## config.mk

```make
export PLATFORM = sky130hd
export DESIGN_NAME = cfg_chain_loader_flat
export DESIGN_NICKNAME = d
export VERILOG_FILES = /design/src/rtl/cfg_chain_loader_if.sv /design/src/rtl/cfg_chain_loader.sv /design/src/flat_wrapper.sv
export SDC_FILE = /design/constraint.sdc
export NUM_CORES = 1
export LEC_CHECK = 0
export BUFFER_PORTS_ARGS = -buffer_cell sky130_fd_sc_hd__buf_4
export CAP_MARGIN = 20
export CELL_PAD_IN_SITES_DETAIL_PLACEMENT = 1
export CELL_PAD_IN_SITES_GLOBAL_PLACEMENT = 2
export CORE_MARGIN = 2
export CORE_UTILIZATION = 40
export DETAILED_ROUTE_END_ITERATION = 16
export PLACE_DENSITY_LB_ADDON = 0.08
export RECOVER_POWER = 25
export SYNTH_ARGS = -nofsm -noshare
export SYNTH_HDL_FRONTEND = slang
export SYNTH_SLANG_ARGS = --single-unit
```

## constraint.sdc

```tcl
create_clock -name clk -period 4.39 [get_ports clk]
set_clock_uncertainty 0.2 [all_clocks]
set_input_delay 0.878 -clock clk [delete_from_list [all_inputs] [get_ports clk]]
set_output_delay 0.878 -clock clk [all_outputs]
set_load 0.03 [all_outputs]
```

## src/rtl/cfg_chain_loader_if.sv

```systemverilog
// Bitstream word stream into the config chain loader; valid/ready, transfer on valid && ready.
interface cfg_chain_loader_if #(parameter int WORD_W = 32);
  logic              word_valid;
  logic [WORD_W-1:0] word_data;
  logic              word_ready;

  modport master (output word_valid, output word_data, input word_ready);
  modport slave  (input word_valid, input word_data, output word_ready);
endinterface

```

## src/rtl/cfg_chain_loader.sv

```systemverilog
// Chain reset, then CHAIN_LEN bits MSB-first on a clk/2 config_clk; done 1+2*(RST_CYC+CHAIN_LEN) cycles after start.
// An empty bit source stalls config_clk low; word_ready drops while the holding buffer is full or all words are taken.
module cfg_chain_loader #(
  parameter int CHAIN_LEN = 64,
  parameter int WORD_W    = 32,
  parameter int RST_CYC   = 2
) (
  input  logic              clk,
  input  logic              reset,
  input  logic              start,
  cfg_chain_loader_if.slave wr,
  output logic              config_clk,
  output logic              config_reset,
  output logic              config_in,
  input  logic              config_out,
  output logic              busy,
  output logic              done,
  output logic              tail_bit
);
  localparam int NW  = (CHAIN_LEN + WORD_W - 1) / WORD_W;
  localparam int R   = CHAIN_LEN - WORD_W * (NW - 1);
  localparam int WCW = $clog2(NW + 1);
  localparam int BCW = $clog2(CHAIN_LEN + 1);
  localparam int RCW = $clog2(2 * RST_CYC + 1);
  localparam int SCW = $clog2(WORD_W + 1);

  typedef enum logic [1:0] {IDLE, CRST, SHIFT, FIN} state_t;
  state_t state, state_nxt;

  logic [RCW-1:0]    rst_cnt;
  logic [BCW-1:0]    bit_cnt;
  logic [WORD_W-1:0] sreg, buf_dat, src_word, aligned;
  logic [SCW-1:0]    sreg_cnt;
  logic [WCW-1:0]    acc_cnt, ld_cnt;
  logic              buf_full, drv;
  logic              accept, bit_avail, last_rst, last_bit, rise, fetch, use_src, last_word, next_bit;
  logic              config_clk_nxt, config_reset_nxt, config_in_nxt, drv_nxt, tail_nxt;

  assign wr.word_ready = (state == CRST || state == SHIFT) && !buf_full && (acc_cnt < WCW'(NW));
  assign accept    = wr.word_valid && wr.word_ready;
  assign src_word  = buf_full ? buf_dat : wr.word_data;
  assign bit_avail = (sreg_cnt != '0) || buf_full || accept;
  assign last_rst  = (state == CRST) && (rst_cnt == RCW'(2 * RST_CYC - 1));
  assign last_bit  = (state == SHIFT) && config_clk && (bit_cnt == BCW'(CHAIN_LEN - 1));
  // drv marks a low cycle that already presents a bit; the next cycle raises config_clk
  assign rise      = (state == SHIFT) && !config_clk && drv;
  assign fetch     = bit_avail && (last_rst || ((state == SHIFT) && (config_clk ? !last_bit : !drv)));
  assign use_src   = fetch && (sreg_cnt == '0);
  assign last_word = (ld_cnt == WCW'(NW - 1));
  assign aligned   = last_word ? (src_word << (WORD_W - R)) : src_word;
  assign next_bit  = use_src ? aligned[WORD_W-1] : sreg[WORD_W-1];
  assign busy      = (state != IDLE);
  assign done      = (state == FIN);

  always_ff @(posedge clk) begin
    if (reset) begin
      state        <= IDLE;
      config_clk   <= 1'b0;
      config_reset <= 1'b0;
      config_in    <= 1'b0;
      drv          <= 1'b0;
      tail_bit     <= 1'b0;
    end else begin
      state        <= state_nxt;
      config_clk   <= config_clk_nxt;
      config_reset <= config_reset_nxt;
      config_in    <= config_in_nxt;
      drv          <= drv_nxt;
      tail_bit     <= tail_nxt;
    end
  end

  always_comb begin
    state_nxt = state;
    case (state)
      IDLE:    if (start) state_nxt = CRST;
      CRST:    if (last_rst) state_nxt = SHIFT;
      SHIFT:   if (last_bit) state_nxt = FIN;
      FIN:     state_nxt = IDLE;
      default: state_nxt = IDLE;
    endcase
  end

  always_comb begin
    config_clk_nxt   = rise;
    config_reset_nxt = (state_nxt == CRST);
    drv_nxt          = fetch || rise;
    config_in_nxt    = 1'b0;
    if (fetch)
      config_in_nxt = next_bit;
    else if (state == SHIFT && !last_bit)
      config_in_nxt = config_in;
    // tail is taken on the edge that raises config_clk, i.e. before the chain shifts
    tail_nxt = rise ? config_out : tail_bit;
  end

  always_ff @(posedge clk) begin
    if (reset || state == IDLE) begin
      rst_cnt  <= '0;
      bit_cnt  <= '0;
      sreg     <= '0;
      sreg_cnt <= '0;
      buf_dat  <= '0;
      buf_full <= 1'b0;
      acc_cnt  <= '0;
      ld_cnt   <= '0;
    end else begin
      if (state == CRST) rst_cnt <= rst_cnt + 1'b1;
      if (state == SHIFT && config_clk) bit_cnt <= bit_cnt + 1'b1;
      if (use_src) begin
        sreg     <= aligned << 1;
        sreg_cnt <= last_word ? SCW'(R - 1) : SCW'(WORD_W - 1);
        ld_cnt   <= ld_cnt + 1'b1;
      end else if (fetch) begin
        sreg     <= sreg << 1;
        sreg_cnt <= sreg_cnt - 1'b1;
      end
      // a word arriving while the shift register is starved bypasses the buffer
      if (use_src && buf_full) begin
        buf_full <= 1'b0;
      end else if (accept && !use_src) begin
        buf_full <= 1'b1;
        buf_dat  <= wr.word_data;
      end
      if (accept) acc_cnt <= acc_cnt + 1'b1;
    end
  end
endmodule

```

## src/flat_wrapper.sv

```systemverilog
// flat-port wrapper written by rule: the top's interface ports become plain ports
module cfg_chain_loader_flat 
#(
  parameter int CHAIN_LEN = 64,
  parameter int WORD_W    = 32,
  parameter int RST_CYC   = 2
)
  (clk, reset, start, config_clk, config_reset, config_in, config_out, busy, done, tail_bit, wr_word_valid, wr_word_data, wr_word_ready);
  cfg_chain_loader_if #(.WORD_W(WORD_W)) wr_i ();
  input  logic clk;
  input  logic reset;
  input  logic start;
  output logic config_clk;
  output logic config_reset;
  output logic config_in;
  input  logic config_out;
  output logic busy;
  output logic done;
  output logic tail_bit;
  input wire logic [$bits(wr_i.word_valid)-1:0] wr_word_valid;
  input wire logic [$bits(wr_i.word_data)-1:0] wr_word_data;
  output wire logic [$bits(wr_i.word_ready)-1:0] wr_word_ready;
  assign wr_i.word_valid = wr_word_valid;
  assign wr_i.word_data = wr_word_data;
  assign wr_word_ready = wr_i.word_ready;
  cfg_chain_loader #(.CHAIN_LEN(CHAIN_LEN), .WORD_W(WORD_W), .RST_CYC(RST_CYC)) u_core (.clk(clk), .reset(reset), .start(start), .wr(wr_i), .config_clk(config_clk), .config_reset(config_reset), .config_in(config_in), .config_out(config_out), .busy(busy), .done(done), .tail_bit(tail_bit));
endmodule
```

==> results of run 1 <==
-- kinds of logic after synthesis --
family,Yosys count,synth area share [%]
buffers and inverters,51,5.413
and+or+nand+nor,178,17.74
adders and majority gates,10,2.776
DFF,89,39.53
xor gates and xnor gates,6,1.166
muxes,98,21.79
AOI/OAI and AO/OA,67,11.58
-- state kept, by name (all words and copies together), names as in the netlist --
name and cells:
u_core.rst_cnt 3, u_core.sreg 31, u_core.config_clk 1, u_core.drv 1, u_core.buf_dat 32, u_core.config_in 1
u_core.acc_cnt 2, u_core.sreg_cnt 6, u_core.config_reset 1, u_core.bit_cnt 7, u_core.tail_bit 1, u_core.state 2
u_core.buf_full 1
-- routing by layer --
metal	wire length (um)	global-route usage (%)	part of all wire [%]	up-vias
met2	4780	29.89	48	32
met3	211	2.822	2.1	13
li1	-	-	-	1795
met5	0	0	0	-
met4	162	6.964	1.6	0
met1	4841	23.41	48	1739
-- power breakdown --
group	switching [mW]	total (mW)	leakage [nW]	internal [mW]
sequential	0.00415	0.819	0.718	0.815
combinational	0.0911	0.162	1.12	0.0704
clock	0.309	0.724	0.133	0.415
total	0.404	1.70	1.97	1.30
-- final cells by class --
cell class	instances	share of cell area (%)
Clock inverter	2	0.2438
Multi-Input combinational cell	359	48.38
Clock buffer	14	5.145
Inverter	10	0.7315
Tap cell	140	3.414
Timing Repair Buffer	51	7.340
Sequential cell	89	34.75
-- cells in the mapped netlist, drive strengths merged, types with 2 or more instances --
cell type  count  share of area (%)
nand2        107                8.9
mux2i         97                 22
dfxtp         89                 40
nand3         38                4.2
o211ai        30                5.0
clkbuf        26                2.2
buf           15                2.4
nor2          13                1.1
ha            10                2.8
inv           10               0.83
a211oi         9                1.5
a21oi          8               0.89
o21ai          5               0.56
xor2           4               0.78
a2111oi        3                1.1
a31oi          3               0.75
or3            3               0.42
a211o          2               0.39
a21o           2               0.33
and4b          2               0.44
nand4b         2               0.39
nor2b          2               0.28
nor3           2               0.22
nor3b          2               0.33
xnor2          2               0.39
-- stage by stage --
step                hold WS [ns]  area, sq um  cells  utilization (%)
floorplan                 0.2323         4507    499                -
global placement          0.2404         4881    649            44.63
detailed placement        0.2529         4881    649            44.63
CTS                       0.2625         5157    665            47.16
global route              0.2799         5131    665            46.92
finish                    0.2570         5131    665            46.92
-- worst max-delay path by stage --
stage,end,slack [ns],cells past startpoint
after detailed placement,u_core.sreg[9]$_SDFFE_PP0P_,1.39,7
after global placement,u_core.sreg[16]$_SDFFE_PP0P_,1.51,7
after floorplan,u_core.buf_dat[0]$_SDFFE_PP0P_,1.60,7
after CTS,u_core.sreg[7]$_SDFFE_PP0P_,1.33,7
final,u_core.buf_dat[14]$_SDFFE_PP0P_,1.32,6
after global routing,u_core.buf_dat[6]$_SDFFE_PP0P_,0.95,6
-- tightest hold or removal path: stages, from the launching register on --
cell	delay, ns
dfxtp_1	0.31
nand2_1	0.05
mux2i_1	0.05
==> qor.yml, run 1 <==
status:
  run_status: "finished with violations"
  violated_checks: "max-capacitance violations, max-slew violations"
finish:
  synthToLayoutAreaGrowth_pct: 13.85
  share_of_layout_cells_above_drive_strength_1_pct: 12.57
  layout.area.seq_sq_mm: 0.001783
  diodes: 0
  mostFrequentLayoutCell: "nand2_1"
  multi_input_comb_area_sq_mm: 0.002482
  filler_cell_count: 1305
  layout_common_cells: "nand2_1, mux2i_1, dfxtp_1, buf_4, nand3_1"
  number_of_nets_in_the_final_layout: 567
synth:
  synth-edff-count: 0
  synth-seq-area-share_pct: 39.53
  synthFlopType: "dfxtp_1"
  netlist_instances: 499
  synth_seq_cells: 89
  asyncSetResetFlopFracSynth_pct: 0
  mappedNetlistNets: 546
  synth_warnings: 0
  synth.lib_cells_used.distinct: 46
  syn-cell-area_sq_mm: 0.004507
  syn-mean-instance-area_sq_um: 9.032
power:
  power.density_cell_area_mw_per_mm2: 332.0
  peakVddDrop_uv: 176.0
  total_power_mw: 1.704
  power.static_leakage_nw: 1.975
grt:
  vias_in_the_first_global_route: 3663
  grt_pass1_wl_um: 17130
  antenna_found_initial: 0
  globalRouteOverflowTotal: 0
  grt_util_all_layers_pct: 17.97
  largest_net_degree_at_the_start_of_global_routing: 63
setup_path:
  cp_peak_stage_delay_ns: 1.25
  cell_by_cell_trace_of_the_critical_path: "inv_1 > ha_1 > nor2_2 > buf_4 > nand2_1 > mux2i_1"
  cp_data_arrival_time_ns: 3.14
  startpoint: "u_core.state[0]$_SDFF_PP0_"
  crit_path_top_delay_cell: "nor2_2"
  critPathKind: "reg -> reg"
  setup.reg_to_reg.worst_slack_ns: 1.32
  critPathCaptureType: "flip-flop"
  worstSetupStartpointType: "flip-flop"
  worst-path-max-fanout: 42
  path_buf_inv: 2
  timing.critical_path.max_delay_family: "simple AND/OR/NAND/NOR gates"
  reg2reg_from: "u_core.state[0]$_SDFF_PP0_"
  critPathRequiredTime_ns: 4.46
  rr_worst_depth: 6
  rr_endpoint: "u_core.buf_dat[14]$_SDFFE_PP0P_"
clock_network:
  clock_insertion_delay_worst_skew_ns: 0.34
  cts_tree: "built"
  cts_max_path_buffers: 2
  cts_setup_buffers: 0
  num_cts_buffers: 9
  path_clk_slew_ns: 0.06
  clock_sink_count: 89
  ctsResizeCount: 0
  cts_htree_levels: 3
  holdBufCountCts: 0
  clk_root_buffer_cell: "clkbuf_16"
drt:
  vias: 3579
  wl_per_cell_um: 15.03
  drc: 0
  detail-route-antenna-nets: 0
  drt_iter0_markers: 141
  vias_per_cell: 5.382
  drtPass1Iterations: 4
  drt-total-wl_um: 9995
sta:
  min_period_ns: 3.071
  final_max_slew_viol_count: 42
  worst_slew_margin_rel_pct: -8.151
  final.setup.tns_ns: 0
  layout_worst_path_cycle_share_pct: 69.95
  setup_viol_count_final: 0
  grt_setup_unrepaired: "false"
  report.final.hold_viol_count: 0
  fmaxAchievable_mhz: 325.6
  postLayoutSetupSlackWorst_ns: 1.319
  worstMarginPinSlew_ns: 1.621
place:
  hpwl_um: 6497
  place.gp.congestion: 0.7642
  io_buffer_count: 43
  dp_worst_setup_slack_ns: 1.390
hold_path:
  worst_hold_path.endpoint: "u_core.buf_dat[5]$_SDFFE_PP0P_"
  whs_path_depth: 2
  worst_hold_path_type: "reg -> reg"
  worstHoldStart: "u_core.buf_dat[5]$_SDFFE_PP0P_"
floorplanning:
  core_region_area_sq_mm: 0.01094
  die_h_um: 110.1
  initial_utilization_pct: 41.21
  top_ports: 44
  floorplan.die.width_um: 110.1
  die_area_sq_mm: 0.01213
  rows: 38
flow_run:
  drv_cap: 1
(Power assumes the default switching activity.)
==> run 2: changes to the inputs <==
Settings changed: ABC_AREA from default to 1, CORE_UTILIZATION 40 to 33.
Clock period 4.39 ns to 3.1 ns, I/O delays scaled along.
==> run 2 against run 1 <==
  * Global-route usage decreased by 1.9 points
  * Sequential share of layout area decreased by 0.20 points
  * Combinational power increased by 30%
  * Hold slack got worse by 0.0035 ns
  * Synthesized area decreased by 1.4%
  * Total power increased by 56%
  * The flow now finishes without violations
  * Critical path type unchanged
  * Fmax increased by 20%
  * Critical endpoint is now u_core.buf_dat[24]$_SDFFE_PP0P_
  * Cell count increased by 28%
  * Clock power increased by 77%
==> qor.yml, run 2 <==
status:
  run_status: "finished clean"
synth:
  dominant_combinational_cell_family_by_area_after_synthesis: "simple AND/OR/NAND/NOR gates"
  cell_type_contributing_the_most_total_cell_area_after_synthesis: "dfxtp_1"
  synth_largest_type_area_fraction_pct: 40.09
  synth.lib_cells_used.distinct: 35
  ys_top_cells_by_count: "nor2_1, nand2_1, dfxtp_1"
  synth_mux_area_share_pct: 0
  syn-mean-instance-area_sq_um: 6.880
  synth-seq-area-share_pct: 40.09
  synthAdderAreaFrac_pct: 2.815
  synth-compound-area-share_pct: 18.81
  synth_warnings: 0
  synth.top_cells.by_area: "dfxtp_1, nor2_1, a21oi_1"
  synth-edff-count: 0
  synthXorXnorAreaFrac_pct: 0.9854
  synth_simple_gate_area_share_pct: 27.08
  netlist_instances: 646
  syn-cell-area_sq_mm: 0.004444
  yosys.cell_count.top_type: "nor2_1"
  synth_seq_cells: 89
  synthFlopType: "dfxtp_1"
  mappedNetlistNets: 693
  asyncSetResetFlopFracSynth_pct: 0
finish:
  layout.area.seq_sq_mm: 0.001783
  synthToLayoutAreaGrowth_pct: 16.13
  largest_register: "u_core.buf_dat"
  share_of_layout_cells_above_drive_strength_1_pct: 12.18
  diodes: 0
  reg_top3: "u_core.buf_dat (32), u_core.sreg (31), u_core.bit_cnt (7)"
  layout_common_cells: "nor2_1, nand2_1, dfxtp_1, a21oi_1, o21ai_0"
  largest_reg_flops: 32
  final_cell_count_no_fill: 849
  number_of_nets_in_the_final_layout: 715
  multi_input_comb_area_sq_mm: 0.002196
  filler_cell_count: 1681
  mostFrequentLayoutCell: "nor2_1"
grt:
  largest_net_degree_at_the_start_of_global_routing: 66
  grt_util_all_layers_pct: 16.12
  globalRouteOverflowTotal: 0
  antenna_found_initial: 0
  vias_in_the_first_global_route: 4136
  grt_pass1_wl_um: 18820
clock_network:
  num_cts_buffers: 9
  path_clk_slew_ns: 0.07
  ctsResizeCount: 0
  clock_insertion_delay_worst_skew_ns: 0.35
  clock_sink_count: 89
  cts_tree: "built"
  clk_root_buffer_cell: "clkbuf_16"
  cts_setup_buffers: 0
  cts_max_path_buffers: 2
  cts_htree_levels: 3
  holdBufCountCts: 0
sta:
  setup_viol_count_final: 0
  worstMarginPinSlew_ns: 0.9044
  worst_slew_margin_rel_pct: 39.71
  min_period_ns: 2.550
  fmaxAchievable_mhz: 392.2
  final.setup.tns_ns: 0
  final_max_slew_viol_count: 0
  layout_worst_path_cycle_share_pct: 82.25
  report.final.hold_viol_count: 0
  grt_setup_unrepaired: "false"
drt:
  wl_per_cell_um: 12.84
  drc: 0
  vias: 4067
  vias_per_cell: 4.790
  drt_iter0_markers: 124
  drtPass1Iterations: 4
  detail-route-antenna-nets: 0
  drt-total-wl_um: 10900
floorplanning:
  die_h_um: 120.1
  core_region_area_sq_mm: 0.01319
  floorplan.die.width_um: 120.1
  top_ports: 44
  rows: 42
  die_area_sq_mm: 0.01441
  initial_utilization_pct: 33.69
place:
  hpwl_um: 7026
  io_buffer_count: 43
  numPlacedInstances: 833
  place.gp.congestion: 0.7486
power:
  power.density_cell_area_mw_per_mm2: 513.5
  seq_power_share_pct: 43.7
  power.static_leakage_nw: 1.959
  total_switching_power_mw: 0.5965
  sw_frac_of_total_pct: 22.51
  comb_power_share_pct: 7.9
  p_clk_share_pct: 48.4
  peakVddDrop_uv: 259.3
  p_int_mw: 2.054
setup_path:
  cp_peak_stage_delay_ns: 0.60
  crit_path_top_delay_cell: "inv_1"
  critPathRequiredTime_ns: 3.14
  cp_data_arrival_time_ns: 2.59
  worstSetupStartpointType: "flip-flop"
  worst-path-max-fanout: 37
  cell_by_cell_trace_of_the_critical_path: "inv_1 > ha_1 > nand2_2 > nor2_4 > nand2_2 > inv_1 > buf_12 > nand3_1 > nand2_1 > nor2_1"
  critPathCaptureType: "flip-flop"
  critPathKind: "reg -> reg"
  setup.reg_to_reg.worst_slack_ns: 0.55
flow_run:
  drv_cap: 0
hold_path:
  worst_hold_path_type: "reg -> reg"
run 2: cell types whose count changed in the layout (fill, tap and decap cells not counted), moves of 5 or more:
cell and change:
a211oi_1 -9, a21oi_1 +70, inv_1 +43, mux2i_1 -97, nand2_1 -17, nand2_2 +6
nor2_1 +129, o211ai_1 -27, o21ai_0 +65, o21ai_1 +5
run 2: path summary, 6_finish.rpt:
kind         cells after the start                          from                              end
min                              2  u_core.tail_bit$_SDFFE_PP0P_     u_core.tail_bit$_SDFFE_PP0P_
max reg2reg                     10    u_core.state[0]$_SDFF_PP0_  u_core.buf_dat[24]$_SDFFE_PP0P_
max                             10    u_core.state[0]$_SDFF_PP0_  u_core.buf_dat[24]$_SDFFE_PP0P_
min reg2reg                      2  u_core.tail_bit$_SDFFE_PP0P_     u_core.tail_bit$_SDFFE_PP0P_
run 2: logic make-up (layout without fill, tap and decap cells):
| kind of cell | after synthesis | count (layout) |
|---|---|---|
| simple gates | 283 | 283 |
| compound gates | 162 | 162 |
| buf+inv | 97 | 124 |
| flops | 89 | 89 |
| fa+ha+maj | 10 | 10 |
| xor+xnor | 5 | 5 |
run 2: metal layers:
metal,routed length (um),part of all wire (%),GRT usage (%)
met1,5172,47,19.13
met4,102,0.94,3.971
met5,0,0,0
met2,5299,49,28.66
met3,329,3.0,4.420
run 2: per-stage QoR:
stage | hold WS [ns] | cell area, sq um | power, mW | setup slack [ns] | utilization [%]
final | 0.2535 | 5161 | 2.650 | 0.5501 | 39.13
after global routing | 0.2652 | 5161 | 2.766 | 0.3218 | 39.13
after CTS | 0.2576 | 5209 | 2.707 | 0.6960 | 39.49
after detailed placement | 0.2470 | 4855 | 1.403 | 0.7205 | 36.81
after global placement | 0.2352 | 4855 | 1.397 | 0.7741 | 36.81
after floorplan | 0.2226 | 4444 | 1.323 | 1.047 | -
run 2: area by class of cell:
class                      count  share of cell area (%)
multi-input combinational    460                   42.55
tap                          176                   4.267
sequential                    89                   34.55
clock inverter                 6                   2.230
inverter                      55                   4.121
timing repair buffer          53                   7.661
clock buffer                  10                   4.630
run 2: power groups by stage:
stage	combinational, mW	sequential (mW)	clock [mW]
floorplan	0.138	1.18	0
global placement	0.213	1.18	0
detailed placement	0.219	1.18	0
CTS	0.219	1.16	1.33
global route	0.243	1.16	1.36
finish	0.211	1.16	1.28
run 2: worst max-delay path, delay by kind of cell, from the launching register on:
kind / cells / cell delay [ns]
adders and majority gates: 1 / 0.32
buffers and inverters: 3 / 1.01
and+or+nand+nor: 6 / 0.51
DFF: 1 / 0.38
==> run 3: changes to the inputs <==
Settings changed: ABC_AREA 1 to 0, CORE_UTILIZATION 33 to 37.
Clock period 3.1 ns to 2.4 ns, I/O delays scaled along.
==> run 3 against run 2 <==
  * Critical path depth decreased by 3
  * First-iteration DRC count decreased by 4.0%
  * Routed wire length decreased by 1.3%
  * Register-to-register slack got worse by 0.39 ns
  * Via count decreased by 10%
  * Die area decreased by 9.2%
  * Fmax increased by 14%
  * Count of clock-buffer cells in the layout increased by 2
  * Setup slack got worse by 0.39 ns
  * Global-route usage increased by 1.8 points
  * Non-clock buffer count increased by 13
==> qor.yml, run 3 (synthesized netlist as in run 1, its figures left out) <==
sta:
  fmaxAchievable_mhz: 447.1
  worst_slew_margin_rel_pct: 46.41
  layout_worst_path_cycle_share_pct: 93.20
  final.setup.tns_ns: 0
  final_max_slew_viol_count: 0
  postLayoutSetupSlackWorst_ns: 0.1633
  report.final.hold_viol_count: 0
  worstMarginPinSlew_ns: 0.8038
  grt_setup_unrepaired: "false"
  setup_viol_count_final: 0
  min_period_ns: 2.237
floorplanning:
  die_h_um: 114.4
  top_ports: 44
  die_area_sq_mm: 0.01308
  initial_utilization_pct: 37.68
  rows: 40
  floorplan.die.width_um: 114.4
  core_region_area_sq_mm: 0.01196
drt:
  vias_per_cell: 5.316
  drt-total-wl_um: 10760
  vias: 3647
  drt_iter0_markers: 119
  detail-route-antenna-nets: 0
  drtPass1Iterations: 4
  drc: 0
  wl_per_cell_um: 15.68
finish:
  reg_top3: "u_core.buf_dat (32), u_core.sreg (31), u_core.bit_cnt (7)"
  finalInstanceArea_sq_mm: 0.005363
  layout_common_cells: "nand2_1, mux2i_1, dfxtp_1, buf_4, nand3_1"
  largest_register: "u_core.buf_dat"
  multi_input_comb_area_sq_mm: 0.002502
  diodes: 0
  number_of_nets_in_the_final_layout: 582
  layout.area.seq_sq_mm: 0.001783
  share_of_layout_cells_above_drive_strength_1_pct: 15.21
  mostFrequentLayoutCell: "nand2_1"
  largest_reg_flops: 32
  synthToLayoutAreaGrowth_pct: 18.99
  filler_cell_count: 1379
grt:
  grt_pass1_wl_um: 18730
  vias_in_the_first_global_route: 3931
  globalRouteOverflowTotal: 0
  largest_net_degree_at_the_start_of_global_routing: 49
  antenna_found_initial: 0
  grt_util_all_layers_pct: 17.95
place:
  io_buffer_count: 43
  hpwl_um: 7312
  place.gp.congestion: 0.7644
  place_area_sq_mm: 0.005070
  dp_worst_setup_slack_ns: 0.1378
power:
  comb_power_share_pct: 9.8
  power.static_leakage_nw: 2.090
  peakVddDrop_uv: 329.5
  p_clk_share_pct: 45.4
  p_int_mw: 2.573
  seq_power_share_pct: 44.8
  total_switching_power_mw: 0.7632
  power.density_cell_area_mw_per_mm2: 622.1
  sw_frac_of_total_pct: 22.88
setup_path:
  worst-path-max-fanout: 13
  startpoint: "u_core.state[0]$_SDFF_PP0_"
  reg2reg_from: "u_core.state[0]$_SDFF_PP0_"
  rr_worst_depth: 7
  cp_data_arrival_time_ns: 2.29
  critPathCaptureType: "flip-flop"
  critPathKind: "reg -> reg"
  worstSetupStartpointType: "flip-flop"
  critPathRequiredTime_ns: 2.45
clock_network:
  clock_insertion_delay_worst_skew_ns: 0.34
  holdBufCountCts: 0
  path_clk_slew_ns: 0.06
  num_cts_buffers: 9
  clock_sink_count: 89
  clk_root_buffer_cell: "clkbuf_16"
  cts_max_path_buffers: 2
  cts_htree_levels: 3
  cts_setup_buffers: 0
  cts_tree: "built"
hold_path:
  whs_path_depth: 3
  worst_hold_path_type: "in -> reg"
  worstHoldStart: "wr_word_data[4]"
flow_run:
  drv_cap: 0
status:
  run_status: "finished clean"
[run 3: changes by cell type in the layout (fill, tap and decap cells not counted), moves of 9 or more]
cell      before  now
mux2i_1        0   97
o211ai_1       3   30
a21oi_1       78    8
nor2_1       141   12
o21ai_0       68    3
nand2_1       90  107
inv_1         52   10
buf_4         43   53
a211oi_1       0    9
[run 3: routing by layer]
metal / vias up / part of all wire (%) / global-route usage (%) / routed length (um)
met5: - / 0 / 0 / 0
met4: 0 / 1.6 / 7.073 / 170
met1: 1775 / 48 / 22.31 / 5204
met2: 41 / 48 / 31.23 / 5144
met3: 11 / 2.2 / 2.700 / 238
li1: 1820 / - / - / -
[run 3: power groups by stage]
stage | Sequential, mW | Combinational, mW | Clock, mW
after global placement | 1.53 | 0.327 | 0
after global routing | 1.50 | 0.361 | 1.61
after CTS | 1.50 | 0.337 | 1.56
final | 1.50 | 0.326 | 1.51
after detailed placement | 1.53 | 0.335 | 0
after floorplan | 1.53 | 0.196 | 0
[run 3: metrics by stage]
step | cells | power [mW] | utilization, % | hold WS [ns]
5_1_grt | 686 | 3.464 | 44.83 | 0.1991
3_5_place_dp | 671 | 1.865 | 42.38 | 0.2520
6_report | 686 | 3.336 | 44.83 | 0.1963
2_1_floorplan | 499 | 1.729 | - | 0.2323
3_3_place_gp | 671 | 1.856 | 42.38 | 0.2409
4_1_cts | 686 | 3.393 | 44.99 | 0.1845
[run 3: path summary, 6_finish.rpt]
check | end | slack (ns)
hold / removal | u_core.buf_dat[4]$_SDFFE_PP0P_ | 0.20
setup reg to reg | u_core.sreg_cnt[0]$_SDFFE_PP0P_ | 0.16
setup / recovery | u_core.sreg_cnt[0]$_SDFFE_PP0P_ | 0.16
hold reg to reg | u_core.buf_dat[27]$_SDFFE_PP0P_ | 0.26
[run 3: repair_timing]
item	CTS	global route
hold endpoints to repair	0	0
setup endpoints to repair	0	2
gates resized for setup	0	2
[run 3: layout make-up]
| type | count | area share, % |
|---|---|---|
| multi-input combinational | 359 | 46.66 |
| sequential | 89 | 33.25 |
| timing repair buffer | 66 | 10.15 |
| clock buffer | 12 | 4.596 |
| tap | 147 | 3.430 |
| clock inverter | 3 | 1.213 |
| inverter | 10 | 0.7000 |
[run 3: worst max-delay path: stages (launching register included)]
cell and delay (ns):
dfxtp_1 0.33, inv_1 0.08, ha_1 0.22, and4_4 0.21, a211o_2 0.37, a21o_4 0.27
buf_4 0.21, a211oi_1 0.25
